## src/rtl/sd_card_pkg.sv

```systemverilog
// rtl/sd_card_pkg.sv - shared types and constants for the SD card CMD responder
package sd_card_pkg;

  typedef enum logic [2:0] {
    ST_IDLE,
    ST_RX,
    ST_WAIT_RESP,
    ST_GAP,
    ST_TX,
    ST_TAIL
  } state_e;

  localparam logic [6:0] CRC7_POLY      = 7'h09;
  localparam int         CMD_FRAME_LEN  = 48;
  localparam int         RESP_LONG_LEN  = 136;
  localparam logic [5:0] R2_HEADER      = 6'b111111;
  localparam logic [6:0] R3_CRC_FILL    = 7'h7F;

endpackage

```

## src/rtl/sd_card_crc7.sv

```systemverilog
// rtl/sd_card_crc7.sv - serial MSB-first CRC7 (x^7+x^3+1) with clear and enable
module sd_card_crc7
  import sd_card_pkg::*;
(
  input  logic       clk,
  input  logic       rst,
  input  logic       clr,
  input  logic       en,
  input  logic       din,
  output logic [6:0] crc
);

  logic [6:0] crc_q;
  logic [6:0] crc_d;
  logic [6:0] base;

  // Clear takes effect before the bit is folded in, so clr+en starts a fresh CRC with din.
  always_comb begin
    base  = clr ? 7'h00 : crc_q;
    crc_d = base;
    if (en) begin
      crc_d = {base[5:0], 1'b0} ^ ((din ^ base[6]) ? CRC7_POLY : 7'h00);
    end
  end

  // CRC register.
  always_ff @(posedge clk or posedge rst) begin
    if (rst) crc_q <= 7'h00;
    else     crc_q <= crc_d;
  end

  assign crc = crc_q;

endmodule

```

## src/rtl/sd_card_cmd_responder.sv

```systemverilog
// rtl/sd_card_cmd_responder.sv - card-side SD CMD engine; RX CRC check under SD_CARD_CMD_CRC_CHECK_EN
module sd_card_cmd_responder
  import sd_card_pkg::*;
#(
  parameter int NCR          = 2,
  parameter int RESP_TIMEOUT = 64
) (
  input  logic         sd_clk,
  input  logic         cmd_rst,
  input  logic         sd_cmd_to_card,
  output logic         sd_cmd_to_host,
  output logic         sd_cmd_oe,
  output logic         cmd_valid,
  output logic [5:0]   cmd_index,
  output logic [31:0]  cmd_arg,
  output logic         cmd_crc_err,
  input  logic         resp_valid,
  output logic         resp_ready,
  input  logic         resp_long,
  input  logic         resp_crc_en,
  input  logic [127:0] resp_data,
  output logic         busy
);

  localparam logic [6:0] NCR_M1     = 7'(NCR - 1);
  localparam logic [6:0] TIMEOUT_M1 = 7'(RESP_TIMEOUT - 1);
  localparam logic [5:0] RX_LAST    = 6'(CMD_FRAME_LEN - 1);
  localparam logic [7:0] TOP_SHORT  = 8'(CMD_FRAME_LEN - 1);
  localparam logic [7:0] TOP_LONG   = 8'(RESP_LONG_LEN - 1);
  localparam logic [7:0] CRC_TOP_L  = 8'(RESP_LONG_LEN - 9);

  state_e         state_q, state_d;
  logic [6:0]     cnt_q, cnt_d;
  logic [45:0]    rx_sh_q, rx_sh_d;
  logic [5:0]     rx_cnt_q, rx_cnt_d;
  logic [135:0]   tx_frame_q, tx_frame_d;
  logic [7:0]     tx_idx_q, tx_idx_d;
  logic           resp_long_q, resp_long_d;
  logic           resp_crc_en_q, resp_crc_en_d;
  logic           cmd_valid_q, cmd_valid_d;
  logic           cmd_crc_err_q, cmd_crc_err_d;
  logic [5:0]     cmd_index_q, cmd_index_d;
  logic [31:0]    cmd_arg_q, cmd_arg_d;
  logic           resp_ready_q, resp_ready_d;
  logic           oe_q, oe_d;
  logic           line_q, line_d;
  logic           busy_q, busy_d;

  logic [46:0]    rx_frame;
  logic           rx_crc_ok;
  logic           tx_emit, tx_bit, tx_crc_clr, tx_crc_en;
  logic [6:0]     tx_crc;
  logic [2:0]     crc_pos;
  logic           resp_lsb_unused;

  // Frame bits 46..0 with the bit on the line this cycle in position 0.
  assign rx_frame        = {rx_sh_q, sd_cmd_to_card};
  assign crc_pos         = tx_idx_q[2:0] - 3'd1;
  assign resp_lsb_unused = ^resp_data[7:0];

`ifdef SD_CARD_CMD_CRC_CHECK_EN
  logic       rx_crc_clr, rx_crc_en;
  logic [6:0] rx_crc;

  // RX CRC covers frame bits 47..8: the start bit seen in IDLE, then 39 more.
  always_comb begin
    rx_crc_clr = (state_q == ST_IDLE);
    rx_crc_en  = ((state_q == ST_IDLE) && !sd_cmd_to_card) ||
                 ((state_q == ST_RX) && (rx_cnt_q < 6'd40));
  end

  sd_card_crc7 u_rx_crc (
    .clk (sd_clk),
    .rst (cmd_rst),
    .clr (rx_crc_clr),
    .en  (rx_crc_en),
    .din (sd_cmd_to_card),
    .crc (rx_crc)
  );

  assign rx_crc_ok = (rx_frame[7:1] == rx_crc);
`else
  assign rx_crc_ok = 1'b1;
`endif

  sd_card_crc7 u_tx_crc (
    .clk (sd_clk),
    .rst (cmd_rst),
    .clr (tx_crc_clr),
    .en  (tx_crc_en),
    .din (tx_bit),
    .crc (tx_crc)
  );

  // Next-state, datapath and registered-output computation.
  always_comb begin
    state_d       = state_q;
    cnt_d         = cnt_q;
    rx_sh_d       = rx_sh_q;
    rx_cnt_d      = rx_cnt_q;
    tx_frame_d    = tx_frame_q;
    tx_idx_d      = tx_idx_q;
    resp_long_d   = resp_long_q;
    resp_crc_en_d = resp_crc_en_q;
    cmd_index_d   = cmd_index_q;
    cmd_arg_d     = cmd_arg_q;
    cmd_valid_d   = 1'b0;
    cmd_crc_err_d = 1'b0;
    tx_emit       = 1'b0;
    tx_bit        = 1'b1;
    tx_crc_clr    = 1'b0;
    tx_crc_en     = 1'b0;

    case (state_q)
      ST_IDLE: begin
        if (!sd_cmd_to_card) begin
          state_d  = ST_RX;
          rx_sh_d  = '0;
          rx_cnt_d = 6'd1;
        end
      end
      ST_RX: begin
        rx_sh_d  = rx_frame[45:0];
        rx_cnt_d = rx_cnt_q + 6'd1;
        if ((rx_cnt_q == 6'd1) && !sd_cmd_to_card) begin
          state_d = ST_IDLE;
        end else if (rx_cnt_q == RX_LAST) begin
          if (rx_frame[46] && rx_frame[0] && rx_crc_ok) begin
            cmd_valid_d = 1'b1;
            cmd_index_d = rx_frame[45:40];
            cmd_arg_d   = rx_frame[39:8];
            cnt_d       = 7'd0;
            state_d     = ST_WAIT_RESP;
          end else begin
            cmd_crc_err_d = 1'b1;
            state_d       = ST_IDLE;
          end
        end
      end
      ST_WAIT_RESP: begin
        cnt_d = (cnt_q == 7'h7F) ? cnt_q : cnt_q + 7'd1;
        if (resp_valid && resp_ready_q) begin
          resp_long_d   = resp_long;
          resp_crc_en_d = resp_crc_en;
          // CRC field is held as zero here; it is substituted while shifting out.
          if (resp_long) begin
            tx_frame_d = {2'b00, R2_HEADER, resp_data[127:8], 7'h00, 1'b1};
            tx_idx_d   = TOP_LONG;
          end else begin
            tx_frame_d = {2'b00, resp_data[37:0], 7'h00, 1'b1, 88'h0};
            tx_idx_d   = TOP_SHORT;
          end
          state_d = ST_GAP;
        end else if (cnt_q == TIMEOUT_M1) begin
          state_d = ST_IDLE;
        end
      end
      ST_GAP: begin
        cnt_d = (cnt_q == 7'h7F) ? cnt_q : cnt_q + 7'd1;
        if (cnt_q >= NCR_M1) begin
          state_d    = ST_TX;
          tx_emit    = 1'b1;
          tx_crc_clr = 1'b1;
        end
      end
      ST_TX: begin
        // Index wraps to 8'hFF once the end bit has been emitted.
        if (tx_idx_q == 8'hFF) state_d = ST_TAIL;
        else                   tx_emit = 1'b1;
      end
      ST_TAIL: begin
        state_d = ST_IDLE;
      end
      default: begin
        state_d = ST_IDLE;
      end
    endcase

    if (tx_emit) begin
      if ((tx_idx_q >= 8'd1) && (tx_idx_q <= 8'd7)) begin
        tx_bit = resp_crc_en_q ? tx_crc[crc_pos] : R3_CRC_FILL[crc_pos];
      end else begin
        tx_bit = tx_frame_q[135];
      end
      tx_crc_en  = (tx_idx_q >= 8'd8) && (tx_idx_q <= (resp_long_q ? CRC_TOP_L : TOP_SHORT));
      tx_frame_d = {tx_frame_q[134:0], 1'b0};
      tx_idx_d   = tx_idx_q - 8'd1;
    end

    oe_d         = ((state_d == ST_GAP) && (cnt_d >= NCR_M1)) ||
                   (state_d == ST_TX) || (state_d == ST_TAIL);
    line_d       = (state_d == ST_TX) ? tx_bit : 1'b1;
    resp_ready_d = (state_d == ST_WAIT_RESP);
    busy_d       = (state_d != ST_IDLE);
  end

  // All state and registered outputs; reset returns the line to idle-high immediately.
  always_ff @(posedge sd_clk or posedge cmd_rst) begin
    if (cmd_rst) begin
      state_q       <= ST_IDLE;
      cnt_q         <= 7'd0;
      rx_sh_q       <= '0;
      rx_cnt_q      <= 6'd0;
      tx_frame_q    <= '0;
      tx_idx_q      <= 8'd0;
      resp_long_q   <= 1'b0;
      resp_crc_en_q <= 1'b0;
      cmd_valid_q   <= 1'b0;
      cmd_crc_err_q <= 1'b0;
      cmd_index_q   <= 6'd0;
      cmd_arg_q     <= 32'd0;
      resp_ready_q  <= 1'b0;
      oe_q          <= 1'b0;
      line_q        <= 1'b1;
      busy_q        <= 1'b0;
    end else begin
      state_q       <= state_d;
      cnt_q         <= cnt_d;
      rx_sh_q       <= rx_sh_d;
      rx_cnt_q      <= rx_cnt_d;
      tx_frame_q    <= tx_frame_d;
      tx_idx_q      <= tx_idx_d;
      resp_long_q   <= resp_long_d;
      resp_crc_en_q <= resp_crc_en_d;
      cmd_valid_q   <= cmd_valid_d;
      cmd_crc_err_q <= cmd_crc_err_d;
      cmd_index_q   <= cmd_index_d;
      cmd_arg_q     <= cmd_arg_d;
      resp_ready_q  <= resp_ready_d;
      oe_q          <= oe_d;
      line_q        <= line_d;
      busy_q        <= busy_d;
    end
  end

  assign sd_cmd_to_host = line_q;
  assign sd_cmd_oe      = oe_q;
  assign cmd_valid      = cmd_valid_q;
  assign cmd_crc_err    = cmd_crc_err_q;
  assign cmd_index      = cmd_index_q;
  assign cmd_arg        = cmd_arg_q;
  assign resp_ready     = resp_ready_q;
  assign busy           = busy_q;

endmodule

```

## config.mk

```make
export PLATFORM = sky130hd
export DESIGN_NAME = sd_card_cmd_responder
export DESIGN_NICKNAME = d
export VERILOG_FILES = /design/src/rtl/sd_card_pkg.sv /design/src/rtl/sd_card_crc7.sv /design/src/rtl/sd_card_cmd_responder.sv
export SDC_FILE = /design/constraint.sdc
export NUM_CORES = 1
export LEC_CHECK = 0
export CORE_MARGIN = 5
export CORE_UTILIZATION = 35
export CTS_BUF_LIST = sky130_fd_sc_hd__clkbuf_8
export CTS_CLUSTER_DIAMETER = 40
export DETAILED_ROUTE_END_ITERATION = 10
export PLACE_DENSITY_LB_ADDON = 0.08
export SYNTH_ARGS = -nofsm -noshare
export SYNTH_HDL_FRONTEND = slang
export SYNTH_SLANG_ARGS = --single-unit
export TNS_END_PERCENT = 1
```

## constraint.sdc

```tcl
create_clock -name sd_clk -period 11.8 [get_ports sd_clk]
set_input_delay 2.36 -clock sd_clk [delete_from_list [all_inputs] [get_ports sd_clk]]
set_output_delay 2.36 -clock sd_clk [all_outputs]
set_load 0.1 [all_outputs]
```

==> impl_results.html <==
<table>
<tr><th>Metric</th><th>Value</th></tr>
<tr><th colspan="2">Status</th></tr>
<tr><td>Result of the run</td><td>completed</td></tr>
<tr><th colspan="2">Worst setup path</th></tr>
<tr><td>Critical path peak fanout</td><td>46</td></tr>
<tr><td>Type of destination of the critical path</td><td>register</td></tr>
<tr><td>Maximum single-stage delay on the critical path</td><td>520 ps</td></tr>
<tr><td>Required time reported for the critical path endpoint</td><td>12210 ps</td></tr>
<tr><td>Critical Path, Cell by Cell</td><td>clkdlybuf4s50_1 -&gt; nand2_1 -&gt; or4_1 -&gt; buf_4 -&gt; clkinv_4 -&gt; nor3_1 -&gt; or3b_2</td></tr>
<tr><td>Startpoint Class</td><td>input port</td></tr>
<tr><td>Dominant delay contributor by cell family on the critical path</td><td>simple AND/OR/NAND/NOR gates</td></tr>
<tr><td>Slowest cell on the critical path</td><td>sky130_fd_sc_hd__or4_1</td></tr>
<tr><td>Stages on the worst setup path</td><td>7</td></tr>
<tr><td>Type of the worst setup path</td><td>input port to register</td></tr>
<tr><td>R2r setup slk</td><td>8300 ps</td></tr>
<tr><td>R2r worst-path depth</td><td>7</td></tr>
<tr><td>Number of buffer and inverter stages on the critical path</td><td>3</td></tr>
<tr><td>CP arrival</td><td>5210 ps</td></tr>
<tr><th colspan="2">Cells and area</th></tr>
<tr><td>Most used cells in the layout excluding fill and tap cells</td><td>sky130_fd_sc_hd__nand2_1 (363), sky130_fd_sc_hd__dfrtp_1 (258), sky130_fd_sc_hd__clkdlybuf4s50_1 (176)</td></tr>
<tr><td>Growth of design area from synthesis to finish</td><td>27.6%</td></tr>
<tr><td>Most common cell after layout, fill and taps aside</td><td>sky130_fd_sc_hd__nand2_1</td></tr>
<tr><td>Number of nets in the layout</td><td>around 1500</td></tr>
<tr><td>Share of final-layout standard cells stronger than drive strength 1</td><td>approximately 7.6%</td></tr>
<tr><td>Final standard cell count with taps included and fillers excluded</td><td>around 1800</td></tr>
<tr><td>Antenna Diode Count</td><td>0</td></tr>
<tr><th colspan="2">Clocking</th></tr>
<tr><td>Clock buffers created by TritonCTS</td><td>48</td></tr>
<tr><td>Number of setup buffers added after CTS</td><td>0</td></tr>
<tr><td>Clock network latency to the later pin of the worst-skew pair</td><td>560 ps</td></tr>
<tr><td>Clock Tree Root</td><td>sky130_fd_sc_hd__clkbuf_8</td></tr>
<tr><td>Gates resized, CTS repair</td><td>0</td></tr>
<tr><td>Longest Clk Path Bufs</td><td>3</td></tr>
<tr><td>Clk slew on worst S/H paths</td><td>approximately 60 ps</td></tr>
<tr><td>Deepest level of the CTS H-tree</td><td>2</td></tr>
<tr><td>Total clock sinks</td><td>259</td></tr>
<tr><td>CTS Hold Bufs</td><td>0</td></tr>
<tr><td>Clock tree from TritonCTS</td><td>built</td></tr>
<tr><th colspan="2">Place</th></tr>
<tr><td>Number of I/O port buffers</td><td>177</td></tr>
<tr><td>Cell total after placement</td><td>between 1500 and 2000</td></tr>
<tr><td>Pre-CTS WS</td><td>6180 ps</td></tr>
<tr><td>Last weighted congestion value of the routability-driven placer</td><td>about 0.78</td></tr>
<tr><td>HPWL Detailed</td><td>16700 um</td></tr>
<tr><th colspan="2">Synth</th></tr>
<tr><td>Total number of yosys warnings</td><td>0</td></tr>
<tr><td>Share of the yosys chip area belonging to registers</td><td>57.3%</td></tr>
<tr><td>Mux cell area share after synthesis</td><td>about 3.6%</td></tr>
<tr><td>Synthesized flop and latch total</td><td>259</td></tr>
<tr><td>Combined area of all synthesized cells</td><td>11300 sq um</td></tr>
<tr><td>Post-synthesis xor/xnor area fraction</td><td>0.387%</td></tr>
<tr><td>Area share of the largest cell type after synthesis</td><td>57.1%</td></tr>
<tr><td>Simple-gate share of the synthesized area</td><td>a little under a fifth</td></tr>
<tr><td>Post-Synthesis Cells</td><td>1170</td></tr>
<tr><td>Post-synthesis compound-gate area fraction</td><td>between 10% and 20%</td></tr>
<tr><td>Adder-cell area share of the yosys netlist</td><td>under 10%</td></tr>
<tr><td>Count of unique library cells instantiated by Yosys</td><td>50</td></tr>
<tr><td>Net count of the mapped netlist</td><td>between 1000 and 1500</td></tr>
<tr><td>Leading post-synthesis cells by cell area</td><td>sky130_fd_sc_hd__dfrtp_1 (57%), sky130_fd_sc_hd__nand2_1 (12%), sky130_fd_sc_hd__a22oi_1 (5.8%)</td></tr>
<tr><td>Combinational family with the most area after synthesis</td><td>simple AND/OR/NAND/NOR gates</td></tr>
<tr><td>Most area-hungry cell type in the Yosys netlist</td><td>sky130_fd_sc_hd__dfrtp_1</td></tr>
<tr><td>Per-instance average area after synthesis</td><td>9.67 sq um</td></tr>
<tr><th colspan="2">GRT</th></tr>
<tr><td>Initial antenna violation count</td><td>0</td></tr>
<tr><td>Met1 track demand over resource</td><td>around 23%</td></tr>
<tr><td>Global routing usage on met2</td><td>22.3%</td></tr>
<tr><td>First-pass GRT wire length</td><td>46300 um</td></tr>
<tr><td>Via count of the first global-routing pass</td><td>8960</td></tr>
<tr><td>Largest net degree at the start of global routing</td><td>107</td></tr>
<tr><td>Grt ovf</td><td>0</td></tr>
<tr><td>Overall global routing resource usage</td><td>15.2%</td></tr>
<tr><td>Met3 track utilization from global routing</td><td>under 10%</td></tr>
<tr><td>Busiest grt layer</td><td>met1</td></tr>
<tr><th colspan="2">STA</th></tr>
<tr><td>Endpoints failing hold</td><td>0</td></tr>
<tr><td>Share of the clock period used by the worst path after layout</td><td>40.7%</td></tr>
<tr><td>Final critical-path required period</td><td>around 4800 ps</td></tr>
<tr><td>Setup TNS</td><td>0 ps</td></tr>
<tr><td>Transition time at the pin with the least slew margin</td><td>1110 ps</td></tr>
<tr><td>Setup violators final</td><td>0</td></tr>
<tr><td>Final hold slack</td><td>roughly 460 ps</td></tr>
<tr><td>Final number of max-transition violations</td><td>0</td></tr>
<tr><td>Fmax</td><td>0.208 GHz</td></tr>
<tr><td>Worst slew margin relative to its limit</td><td>25.8%</td></tr>
<tr><td>Final worst-path setup slack</td><td>~7000 ps</td></tr>
<tr><td>Setup repair after global routing missed its margin</td><td>false</td></tr>
<tr><td>Setup skew after layout</td><td>about 32 ps</td></tr>
<tr><th colspan="2">Floorplan</th></tr>
<tr><td>Horizontal die dimension</td><td>190 um</td></tr>
<tr><td>Ports placed on the boundary</td><td>178</td></tr>
<tr><td>Chip height</td><td>190 um</td></tr>
<tr><td>Die outline area</td><td>36000 sq um</td></tr>
<tr><td>Core footprint</td><td>31700 sq um</td></tr>
<tr><td>Starting density of the core</td><td>35.7%</td></tr>
<tr><td>Cell Rows</td><td>65</td></tr>
<tr><th colspan="2">Detailed routing</th></tr>
<tr><td>Final Routed Wirelength</td><td>27600 um</td></tr>
<tr><td>WL per Instance</td><td>15.6 um</td></tr>
<tr><td>Final routed DRC violation total</td><td>0</td></tr>
<tr><td>DR pass1 iterations</td><td>4</td></tr>
<tr><td>Via/cell ratio</td><td>5.01</td></tr>
<tr><td>Antenna viol nets, final</td><td>0</td></tr>
<tr><td>Vias after detailed routing</td><td>8855</td></tr>
<tr><td>First-iteration detailed-routing DRC count</td><td>550</td></tr>
<tr><th colspan="2">Worst hold path</th></tr>
<tr><td>Cell depth of the worst hold path</td><td>2</td></tr>
<tr><td>Min-delay worst type</td><td>register to register</td></tr>
<tr><th colspan="2">Pwr</th></tr>
<tr><td>Design Power</td><td>around 1.9 mW</td></tr>
<tr><td>Areal power density over the cells</td><td>between 100 and 150 nW/um^2</td></tr>
<tr><td>P_leak</td><td>around 7 nW</td></tr>
<tr><td>Largest vdd supply drop</td><td>0.0000845 V</td></tr>
<tr><th colspan="2">Flow run</th></tr>
<tr><td>Maxcap violations</td><td>0</td></tr>
</table>
==> sequential cells by signal, summed over array words and instances, names as in the netlist <==
signal	flops
tx_frame_q	136
rx_sh_q	46
cmd_arg	32
tx_idx_q	8
cnt_q	7
u_tx_crc.crc	7
cmd_index	6
rx_cnt_q	6
state_q	3
busy	1
cmd_crc_err	1
cmd_valid	1
resp_crc_en_q	1
resp_long_q	1
resp_ready	1
sd_cmd_oe	1
sd_cmd_to_host	1
==> final cells by class <==
type,instances,area [sq um]
inverters,12,57.6
multi-input cells,820,4490
flip-flops and latches,259,6480
well taps,402,503
fillers,3136,17300
clock buffers,64,881
clock inverters,23,183
repair buffers,186,1830
==> routing by layer <==
metal  share of wire (%)  vias up
met4                 1.8        0
met5                   0        -
met1                  50     4255
li1                    -     4363
met3                 5.5       42
met2                  43      195
==> final timing paths <==
check	startpoint	to
setup reg to reg	cnt_q[0]	tx_idx_q[4]
hold / removal	tx_frame_q[133]	tx_frame_q[134]
min in group asynchronous	cmd_rst	cmd_valid
max in group asynchronous	cmd_rst	tx_frame_q[51]
hold reg to reg	tx_frame_q[133]	tx_frame_q[134]
setup / recovery	sd_cmd_to_card	busy
==> Yosys cell counts (all sizes together) <==
master,number
nand2,364
dfrtp,258
a22oi,88
o21ai,61
nor2,54
clkbuf,53
a22o,47
a21oi,43
mux2i,41
buf,26
nand3,23
nor3,15
inv,11
or3,11
ha,10
a21o,5
and3,5
nand4,5
nor4,4
a31oi,3
nand3b,3
o31ai,3
or3b,3
or4,3
xnor2,3
a211o,2
a211oi,2
a221o,2
and2,2
o21ba,2
o21bai,2
o22a,2
or4b,2
xor2,2
a2111o,1
clkinv,1
dfstp,1
nand2b,1
nor2b,1
nor3b,1
nor4b,1
o311ai,1
o31a,1
or2,1
==> per-stage QoR <==
| stage | utilization [%] | cell area [sq um] |
|---|---|---|
| 6_report | 45.5 | 14400 |
| 3_5_place_dp | 42.1 | 13400 |
| 4_1_cts | 45.5 | 14400 |
| 3_3_place_gp | 42.1 | 13400 |
| 5_1_grt | 45.5 | 14400 |
| 2_1_floorplan | - | 11300 |
==> worst min-delay path: cells and delay by family, from the launching register on <==
kind             cells  cell delay (ps)
DFF                  1              340
and+or+nand+nor      2              100
==> power by group <==
part / switching, mW / internal, mW
sequential: 0.000275 / 0.889
clock: 0.376 / 0.550
combinational: 0.0351 / 0.0448
total: 0.411 / 1.48
==> kinds of logic (layout without fill, tap and decap cells) <==
logic type / Yosys count / in the layout
compound gates: 265 / 265
xor+xnor: 5 / 5
buf+inv: 91 / 285
simple gates: 499 / 499
flops: 259 / 259
mux: 41 / 41
fa+ha+maj: 10 / 10
Note: power is estimated with default switching activity, not from simulation.
